$ cat src/rtl/resposta_uart_tx_pkg.sv
// Shared definitions for the response path: line and sequencer state encodings,
// response codes and the baud divider computation.
package resposta_uart_tx_pkg;

   // Serial line phases of one 8N1 frame
   typedef enum logic [1:0] {
      ST_IDLE  = 2'd0,
      ST_START = 2'd1,
      ST_DATA  = 2'd2,
      ST_STOP  = 2'd3
   } tx_state_t;

   // Byte sequencing around the line: waiting, sending a pair, slot hand-over
   typedef enum logic [1:0] {
      SEQ_IDLE = 2'd0,
      SEQ_SEND = 2'd1,
      SEQ_NEXT = 2'd2
   } seq_state_t;

   localparam logic [7:0] RESP_OK       = 8'h07;
   localparam logic [7:0] RESP_UMID     = 8'h08;
   localparam logic [7:0] RESP_TEMP     = 8'h09;
   localparam logic [7:0] RESP_FALHA    = 8'h1F;
   localparam logic [7:0] RESP_ERRO     = 8'h45;
   localparam logic [7:0] RESP_INVALIDO = 8'hAA;
   localparam logic [7:0] RESP_LOOP_INV = 8'hFF;

   function automatic int clks_per_bit(input int clk_freq, input int baud);
      return clk_freq / baud;
   endfunction

endpackage

$ cat src/rtl/uart_tx_byte.sv
// Single-byte 8N1 serializer. A start accepted in the last stop-bit cycle
// chains the next frame with no idle gap; done flags that same cycle.
module uart_tx_byte
   import resposta_uart_tx_pkg::*;
#(
   parameter int CLKS_PER_BIT = 10
) (
   input  logic       clock,
   input  logic       reset,
   input  logic       start,
   input  logic [7:0] din,
   output logic       tx,
   output logic       done
);

   localparam int               CNT_W    = $clog2(CLKS_PER_BIT);
   localparam logic [CNT_W-1:0] CNT_LAST = CNT_W'(CLKS_PER_BIT - 1);
   localparam logic [CNT_W-1:0] CNT_ONE  = CNT_W'(1);

   tx_state_t        state_reg, state_next;
   logic [CNT_W-1:0] baud_cnt_reg, baud_cnt_next;
   logic [2:0]       bit_idx_reg, bit_idx_next;
   logic [7:0]       shift_reg, shift_next;
   logic             tx_reg, tx_next;
   logic             bit_end;

   assign bit_end = (baud_cnt_reg == CNT_LAST);
   assign done    = (state_reg == ST_STOP) && bit_end;
   assign tx      = tx_reg;

   always_ff @(posedge clock or negedge reset) begin
      if (!reset) begin
         state_reg    <= ST_IDLE;
         baud_cnt_reg <= '0;
         bit_idx_reg  <= '0;
         shift_reg    <= '0;
         tx_reg       <= 1'b1;
      end else begin
         state_reg    <= state_next;
         baud_cnt_reg <= baud_cnt_next;
         bit_idx_reg  <= bit_idx_next;
         shift_reg    <= shift_next;
         tx_reg       <= tx_next;
      end
   end

   always_comb begin
      state_next    = state_reg;
      baud_cnt_next = baud_cnt_reg;
      bit_idx_next  = bit_idx_reg;
      shift_next    = shift_reg;
      tx_next       = tx_reg;
      case (state_reg)
         ST_IDLE: begin
            if (start) begin
               state_next    = ST_START;
               baud_cnt_next = '0;
               shift_next    = din;
               tx_next       = 1'b0;
            end
         end
         ST_START: begin
            if (bit_end) begin
               state_next    = ST_DATA;
               baud_cnt_next = '0;
               bit_idx_next  = '0;
               tx_next       = shift_reg[0];
            end else begin
               baud_cnt_next = baud_cnt_reg + CNT_ONE;
            end
         end
         ST_DATA: begin
            if (bit_end) begin
               baud_cnt_next = '0;
               if (bit_idx_reg == 3'd7) begin
                  state_next = ST_STOP;
                  tx_next    = 1'b1;
               end else begin
                  bit_idx_next = bit_idx_reg + 3'd1;
                  shift_next   = shift_reg >> 1;
                  tx_next      = shift_reg[1];
               end
            end else begin
               baud_cnt_next = baud_cnt_reg + CNT_ONE;
            end
         end
         ST_STOP: begin
            if (bit_end) begin
               baud_cnt_next = '0;
               if (start) begin
                  state_next = ST_START;
                  shift_next = din;
                  tx_next    = 1'b0;
               end else begin
                  state_next = ST_IDLE;
               end
            end else begin
               baud_cnt_next = baud_cnt_reg + CNT_ONE;
            end
         end
      endcase
   end

endmodule

$ cat src/rtl/resposta_uart_tx.sv
// Sends each captured {command, value} pair to the PC as back-to-back 8N1 bytes.
// Build macro RESP_TX_CHECKSUM_EN appends a command^value checksum byte.
module resposta_uart_tx
   import resposta_uart_tx_pkg::*;
#(
   parameter int CLK_FREQ     = 50000000,
   parameter int BAUD         = 9600,
   parameter int CLKS_PER_BIT = clks_per_bit(CLK_FREQ, BAUD)
) (
   input  logic       clock,
   input  logic       reset,
   input  logic       dadosPodemSerEnviados,
   input  logic [7:0] response_command,
   input  logic [7:0] response_value,
   output logic       tx,
   output logic       busy,
   output logic       overrun
);

`ifdef RESP_TX_CHECKSUM_EN
   localparam int             IDX_W    = 2;
   localparam logic [IDX_W-1:0] LAST_IDX = 2'd2;
`else
   localparam int             IDX_W    = 1;
   localparam logic [IDX_W-1:0] LAST_IDX = 1'b1;
`endif
   localparam logic [IDX_W-1:0] IDX_ONE = IDX_W'(1);

   function automatic logic [7:0] byte_of(input logic [15:0] pair, input logic [IDX_W-1:0] idx);
`ifdef RESP_TX_CHECKSUM_EN
      case (idx)
         2'd0:    return pair[15:8];
         2'd1:    return pair[7:0];
         default: return pair[15:8] ^ pair[7:0];
      endcase
`else
      return idx[0] ? pair[7:0] : pair[15:8];
`endif
   endfunction

   seq_state_t       seq_reg, seq_next;
   logic [15:0]      active_reg, active_next;
   logic [15:0]      slot_reg, slot_next;
   logic             slot_full_reg, slot_full_next;
   logic [IDX_W-1:0] byte_idx_reg, byte_idx_next;
   logic             overrun_reg, overrun_next;
   logic             load_pair, byte_start, byte_done;
   logic [15:0]      new_pair, in_pair;
   logic [7:0]       byte_din;

   assign in_pair = {response_command, response_value};
   assign busy    = (seq_reg != SEQ_IDLE) || slot_full_reg;
   assign overrun = overrun_reg;

   always_ff @(posedge clock or negedge reset) begin
      if (!reset) begin
         seq_reg       <= SEQ_IDLE;
         active_reg    <= '0;
         slot_reg      <= '0;
         slot_full_reg <= 1'b0;
         byte_idx_reg  <= '0;
         overrun_reg   <= 1'b0;
      end else begin
         seq_reg       <= seq_next;
         active_reg    <= active_next;
         slot_reg      <= slot_next;
         slot_full_reg <= slot_full_next;
         byte_idx_reg  <= byte_idx_next;
         overrun_reg   <= overrun_next;
      end
   end

   always_comb begin
      seq_next       = seq_reg;
      active_next    = active_reg;
      slot_next      = slot_reg;
      slot_full_next = slot_full_reg;
      byte_idx_next  = byte_idx_reg;
      overrun_next   = 1'b0;
      byte_start     = 1'b0;
      load_pair      = 1'b0;
      new_pair       = active_reg;
      case (seq_reg)
         SEQ_IDLE: begin
            if (slot_full_reg) begin
               load_pair      = 1'b1;
               new_pair       = slot_reg;
               slot_full_next = 1'b0;
            end else if (dadosPodemSerEnviados) begin
               load_pair = 1'b1;
               new_pair  = in_pair;
            end
         end
         SEQ_SEND: begin
            if (byte_done) begin
               if (byte_idx_reg == LAST_IDX) begin
                  seq_next = SEQ_NEXT;
               end else begin
                  byte_start    = 1'b1;
                  byte_idx_next = byte_idx_reg + IDX_ONE;
               end
            end
         end
         SEQ_NEXT: begin
            // Registered view of the slot: a strobe arriving now is seen next cycle
            if (slot_full_reg) begin
               load_pair      = 1'b1;
               new_pair       = slot_reg;
               slot_full_next = 1'b0;
            end else begin
               seq_next = SEQ_IDLE;
            end
         end
         default: seq_next = SEQ_IDLE;
      endcase

      if (load_pair) begin
         active_next   = new_pair;
         byte_idx_next = '0;
         byte_start    = 1'b1;
         seq_next      = SEQ_SEND;
      end

      // Any strobe not loaded straight into the line goes to the slot if it is free after this edge
      if (dadosPodemSerEnviados && !(seq_reg == SEQ_IDLE && !slot_full_reg)) begin
         if (slot_full_next) begin
            overrun_next = 1'b1;
         end else begin
            slot_next      = in_pair;
            slot_full_next = 1'b1;
         end
      end

      byte_din = load_pair ? new_pair[15:8] : byte_of(active_reg, byte_idx_reg + IDX_ONE);
   end

   uart_tx_byte #(
      .CLKS_PER_BIT(CLKS_PER_BIT)
   ) u_tx_byte (
      .clock(clock),
      .reset(reset),
      .start(byte_start),
      .din  (byte_din),
      .tx   (tx),
      .done (byte_done)
   );

endmodule

$ cat config.mk
export PLATFORM = sky130hd
export DESIGN_NAME = resposta_uart_tx
export DESIGN_NICKNAME = d
export VERILOG_FILES = /design/src/rtl/resposta_uart_tx_pkg.sv /design/src/rtl/uart_tx_byte.sv /design/src/rtl/resposta_uart_tx.sv
export SDC_FILE = /design/constraint.sdc
export NUM_CORES = 1
export LEC_CHECK = 0
export CORE_MARGIN = 8
export CORE_UTILIZATION = 40
export CTS_CLUSTER_DIAMETER = 50
export DETAILED_ROUTE_END_ITERATION = 10
export SLEW_MARGIN = 10
export SYNTH_ARGS = -nofsm -noshare
export SYNTH_HDL_FRONTEND = slang
export SYNTH_SLANG_ARGS = --single-unit
$ cat constraint.sdc
create_clock -name clock -period 2.3 [get_ports clock]
set_clock_uncertainty 0.2 [all_clocks]
set_input_delay 0.575 -clock clock [delete_from_list [all_inputs] [get_ports clock]]
set_output_delay 0.575 -clock clock [all_outputs]
set_load 0.01 [all_outputs]
=== Yosys cells after proc, flatten, opt, wreduce, memory -nomap -nowiden ===
Cells that the tools add are included.

* Add/sub/neg operators: 3
* Equality and inequality tests: 19
* Mux-type cells: 52
* Bitwise operators: 1
* Reductions and logical operators: 24

{| class="wikitable"
|+ Operators by type and width
! operator !! number
|-
| $mux W16 || 3
|-
| $mux W8 || 6
|-
| $pmux W16 S2 || 1
|-
| $mux W13 || 2
|-
| $pmux W13 S2 || 1
|-
| $pmux W8 S3 || 1
|-
| $mux W1 || 21
|-
| $mux W2 || 9
|-
| $reduce_and A4 Y1 || 4
|-
| $add A13 B1 Y13 const B || 1
|-
| $eq A13 B13 Y1 const B || 1
|-
| $ne A3 B3 Y1 const B || 4
|-
| $reduce_bool A2 Y1 || 5
|-
| $mux W3 || 3
|-
| $ne A2 B1 Y1 const B || 4
|-
| $ne A2 B2 Y1 const B || 4
|-
| $pmux W2 S4 || 1
|-
| $eq A2 B2 Y1 const B || 3
|-
| $pmux W2 S3 || 1
|-
| $pmux W3 S2 || 1
|-
| $reduce_and A5 Y1 || 1
|-
| $eq A2 B1 Y1 const B || 2
|-
| $logic_not A2 Y1 || 2
|-
| $pmux W1 S4 || 1
|-
| 13 further kinds || 17
|}

* Register bits after elaboration: 64
* Output and inout port bits: 3
* Word-level logic and storage cells: 111

=== Logic depth before layout (Yosys ltp) ===
* Depth after elaboration: 8
* Mapped depth: 8

=== Hierarchy ===
A second synthesis with hierarchy kept.

* Cell total of the unflattened synthesis: 319
* Area, all modules: 3594.7 um2

{| class="wikitable"
|+ By module, submodules not included
! module !! instances !! cells each !! area an instance (um2)
|-
| resposta_uart_tx || 1 || 165 || 1954.4
|-
| uart_tx_byte || 1 || 154 || 1640.3
|}

=== Least setup slack after synthesis ===
Ideal clock, no wire load.

* Path type: reg2reg
* Start point: register u_tx_byte.baud_cnt_reg[8]
* End point: register u_tx_byte.state_reg[1]
* Library setup time: 0.125 ns
* Data arrival time: 1.982 ns
* Data required time: 1.975 ns
* Setup slack: -0.007 ns
* Stages on the path, launching flop included: 7
* Buffers on the path: 1
* Period minus slack after synthesis: 2.307 ns
* Path through: dfrtp_1 > buf_6 > or4_4 > nor3_1 > o2bb2ai_1 > a21oi_1 > mux2_2

* Word-level cells in the longest chain between the ends: 7

{| class="wikitable"
|+ RTL lines
! element !! RTL line !! RTL
|-
| from (decl) || uart_tx_byte.sv:21 || <nowiki>logic [CNT_W-1:0] baud_cnt_reg, baud_cnt_next;</nowiki>
|-
| from (signal assigned) || uart_tx_byte.sv:40 || <nowiki>baud_cnt_reg <= baud_cnt_next;</nowiki>
|-
| $eq A13 B13 Y1 (*) || uart_tx_byte.sv:27 || <nowiki>assign bit_end = (baud_cnt_reg == CNT_LAST);</nowiki>
|-
| $logic_and A1 B1 Y1 || uart_tx_byte.sv:28 || <nowiki>assign done = (state_reg == ST_STOP) && bit_end;</nowiki>
|-
| $mux W1 || resposta_uart_tx.sv:95 || <nowiki>if (byte_done) begin</nowiki>
|-
| $mux W1 || resposta_uart_tx.sv:83 || <nowiki>case (seq_reg)</nowiki>
|-
| $mux W1 || resposta_uart_tx.sv:117 || <nowiki>if (load_pair) begin</nowiki>
|-
| $ne A2 B2 Y1 (no line) || -- ||
|-
| $reduce_and A5 Y1 (no line) (*) || -- ||
|-
| to (signal assigned) || uart_tx_byte.sv:39 || <nowiki>state_reg <= state_next;</nowiki>
|-
| to (decl) || uart_tx_byte.sv:20 || <nowiki>tx_state_t state_reg, state_next;</nowiki>
|}

Mark *: on every way between the ends. The rest lies on a longest branch, timed or not.
A chain may end at the register's enable or synchronous reset.

=== Final worst setup path ===
Ends and elaborated chain as after synthesis.

==> reports/results.tsv <==
stage	metric	value	unit
power	p_int	1.938	mW
route	antenna_left	0	
clock_network	htreeDepth	3	
layout	diodes	0	
timing	period_share	0.9895	
floorplanning	core.rowCount	34	
worst_hold_path	hold_class	input port to asynchronous set/reset pin	
global_route	grt_pass1_vias	2880	
layout	layout.nets	408	
layout	area_growth	25.83	%
placed_design	dpl.hpwl	5803	um
layout	stdcell_count	494	
clock_network	cts_tree	done	
placed_design	dp_cells	474	
power	swShare	0.2219	
floorplanning	die_w	109.8	um
critical_path	r2r_setup_slack	20	ps
layout	drive_gt1_frac	0.3187	
critical_path	critical_path_class	flip-flop to flip-flop	
clock_network	path_clk_slew	80	ps
route	wire_per_inst	16.76	um
global_route	track_usage	0.1473	
synth	async_reset_ff_frac	1.000	
synth	synth_edf_count	0	
clock_network	clk_latency	340	ps
critical_path	regToRegEndpoint	u_tx_byte.state_reg[1]$_DFFE_PN0P_	
critical_path	startpoint_type	flip-flop	
clock_network	cts_root_buf	clkbuf_8	
timing	hold_viol	0	
timing	post-route-min-period	2276	ps
synth	seq_area_frac_synth	0.4551	
synth	yosysUniqueCellTypes	58	
clock_network	clock-sinks	64	
synth	synth_commonest_cells	dfrtp_1, mux2_2, nand2_1, nor2_1, o21ai_0	
synth	syn_area	0.003522	sq mm
power	p_per_area	562.1	mW/mm^2
placed_design	place.gp.congestion	0.8028	
timing	fmax	0.4394	GHz
global_route	grt_antenna_before_repair	0	
floorplanning	coreArea	0.008636	sq mm
power	comb_power_share	0.047	
critical_path	end_kind	flip-flop	
critical_path	r2r_start	u_tx_byte.baud_cnt_reg[8]$_DFFE_PN0P_	
placed_design	io_buffers	21	
floorplanning	die_y	109.8	um
timing	rsz0062_at_grt	yes	
synth	synth_most_common_cell	dfrtp_1	
timing	maxSlewHeadroom	0.7490	
synth	synth.net_count	353	
floorplanning	start_util	0.4079	
floorplanning	ios	22	
critical_path	reg2reg_depth	5	
route	via_per_inst	5.678	
power	seqPwrFrac	0.467	
outcome	outcome	complete, no violations	
clock_network	cts_made_buffers	9	
synth	synth_top_area_share	0.4476	
route	route.vias.total	2805	
global_route	grt_start_max_net_pins	65	
route	first_iter_violations	164	
synth	syn_avg_cell_area	10.80	sq um
route	first_pass_iters	4	
timing	tns	0	ps
power	p_leak	1.983	nW
synth	yosys_register_bits	64	
synth	ys.flop_type	dfrtp_1	
power	ir_drop	311.5	uV
power	power.share.clock	0.486	
timing	hold_ws	27.27	ps
clock_network	cts_buffer_depth	2	
critical_path	worstPathMaxFanout	3	
synth	yosys_warnings	0	
synth	synthTopCellsByArea	dfrtp_1, mux2_2, ha_1	
synth	postSynthCellCount	326	
power	p_sw	552.6	uW
critical_path	worstPathRequired	2330	ps
critical_path	worstPathArrival	2300	ps
timing	setup_violations	0	
global_route	grt_remaining_overflow	0	
timing	worst_pin_slew	376.4	ps
run	max_cap_violations	0	
timing	slew_violations	0	
clock_network	hold_buffers	0	
global_route	grt_pass1_wl	13990	um
route	routed_wl	8280	um
floorplanning	die-area	0.01206	sq mm
route	drcViolationCount	0	
synth	yosys.area.top_type	dfrtp_1	
[worst max-delay path by stage]
stage                                               start                            endpoint  slack (ps)
floorplan           u_tx_byte.baud_cnt_reg[8]$_DFFE_PN0P_  u_tx_byte.state_reg[1]$_DFFE_PN0P_           2
detailed placement                  dadosPodemSerEnviados  u_tx_byte.shift_reg[5]$_DFFE_PN0P_        -310
global placement                    dadosPodemSerEnviados  u_tx_byte.shift_reg[3]$_DFFE_PN0P_        -270
CTS                 u_tx_byte.baud_cnt_reg[9]$_DFFE_PN0P_  u_tx_byte.state_reg[1]$_DFFE_PN0P_           8
finish              u_tx_byte.baud_cnt_reg[8]$_DFFE_PN0P_  u_tx_byte.state_reg[1]$_DFFE_PN0P_          20
global route        u_tx_byte.baud_cnt_reg[8]$_DFFE_PN0P_  u_tx_byte.state_reg[1]$_DFFE_PN0P_         -50
[cell type report]
cell class                 count  area [sq um]
clock buffer                   9         123.9
clock inverter                 7         120.1
fill                         768          4204
inverter                      14         52.55
multi-input combinational    227          1832
sequential                    64          1605
tap                          108         135.1
timing repair buffer          65         563.0
[power groups by stage]
stage | logic, mW | registers (mW) | clock network (mW)
2_1_floorplan | 0.0475 | 1.18 | 0
3_3_place_gp | 0.116 | 1.18 | 0
3_5_place_dp | 0.120 | 1.18 | 0
4_1_cts | 0.121 | 1.16 | 1.23
5_1_grt | 0.132 | 1.17 | 1.29
6_report | 0.118 | 1.16 | 1.21
[per-stage QoR]
stage | cell area [sq um] | setup WS [ps] | util | power [mW]
detailed placement | 4098 | -306.3 | 0.4745 | 1.305
finish | 4432 | 24.18 | 0.5132 | 2.491
global route | 4432 | -48.13 | 0.5132 | 2.592
global placement | 4098 | -270.9 | 0.4745 | 1.300
CTS | 4362 | 8.079 | 0.5051 | 2.518
floorplan | 3528 | 1.953 | - | 1.229
[cells in the final DEF, fill, tap and decap left out, types with 11 or more instances in the layout]
master	Yosys	layout
nand3_1	11	11
buf_4	1	41
nand2_1	15	15
dfrtp_1	63	61
o31ai_1	13	13
a21oi_1	13	12
clkdlybuf4s50_1	0	19
mux2_2	32	31
nor2_1	15	15
inv_1	13	13
o21ai_0	14	14
[worst max-delay path: stages, from the launching register on]
cell	delay [ps]
dfrtp_1	380
or4_4	590
nor4_4	350
o22ai_4	140
a21oi_2	190
mux2_4	310
[timing repair]
| action | in CTS | in global routing |
|---|---|---|
| setup buffers | 2 | 2 |
| endpoints found under the setup margin | 9 | 17 |
| pin swaps | 2 | 8 |
| gates resized for setup | 4 | 12 |
[routing by layer]
layer  GRT usage  wire length (um)  vias to the layer above
met1      0.1881              3956                     1407
met2      0.2354              3984                       36
met4     0.04339                72                        0
li1            -                 -                     1355
met5           0                 0                        -
met3     0.04338               265                        7
[kinds of logic after synthesis]
kind of cell    after synthesis  share of synthesized area
compound gates               95                     0.2043
flops                        64                     0.4551
buf+inv                      35                    0.04192
simple gates                 83                     0.1424
mux                          41                     0.1279
fa+ha+maj                     8                    0.02842
No activity file was read; power rests on OpenSTA's default activity.
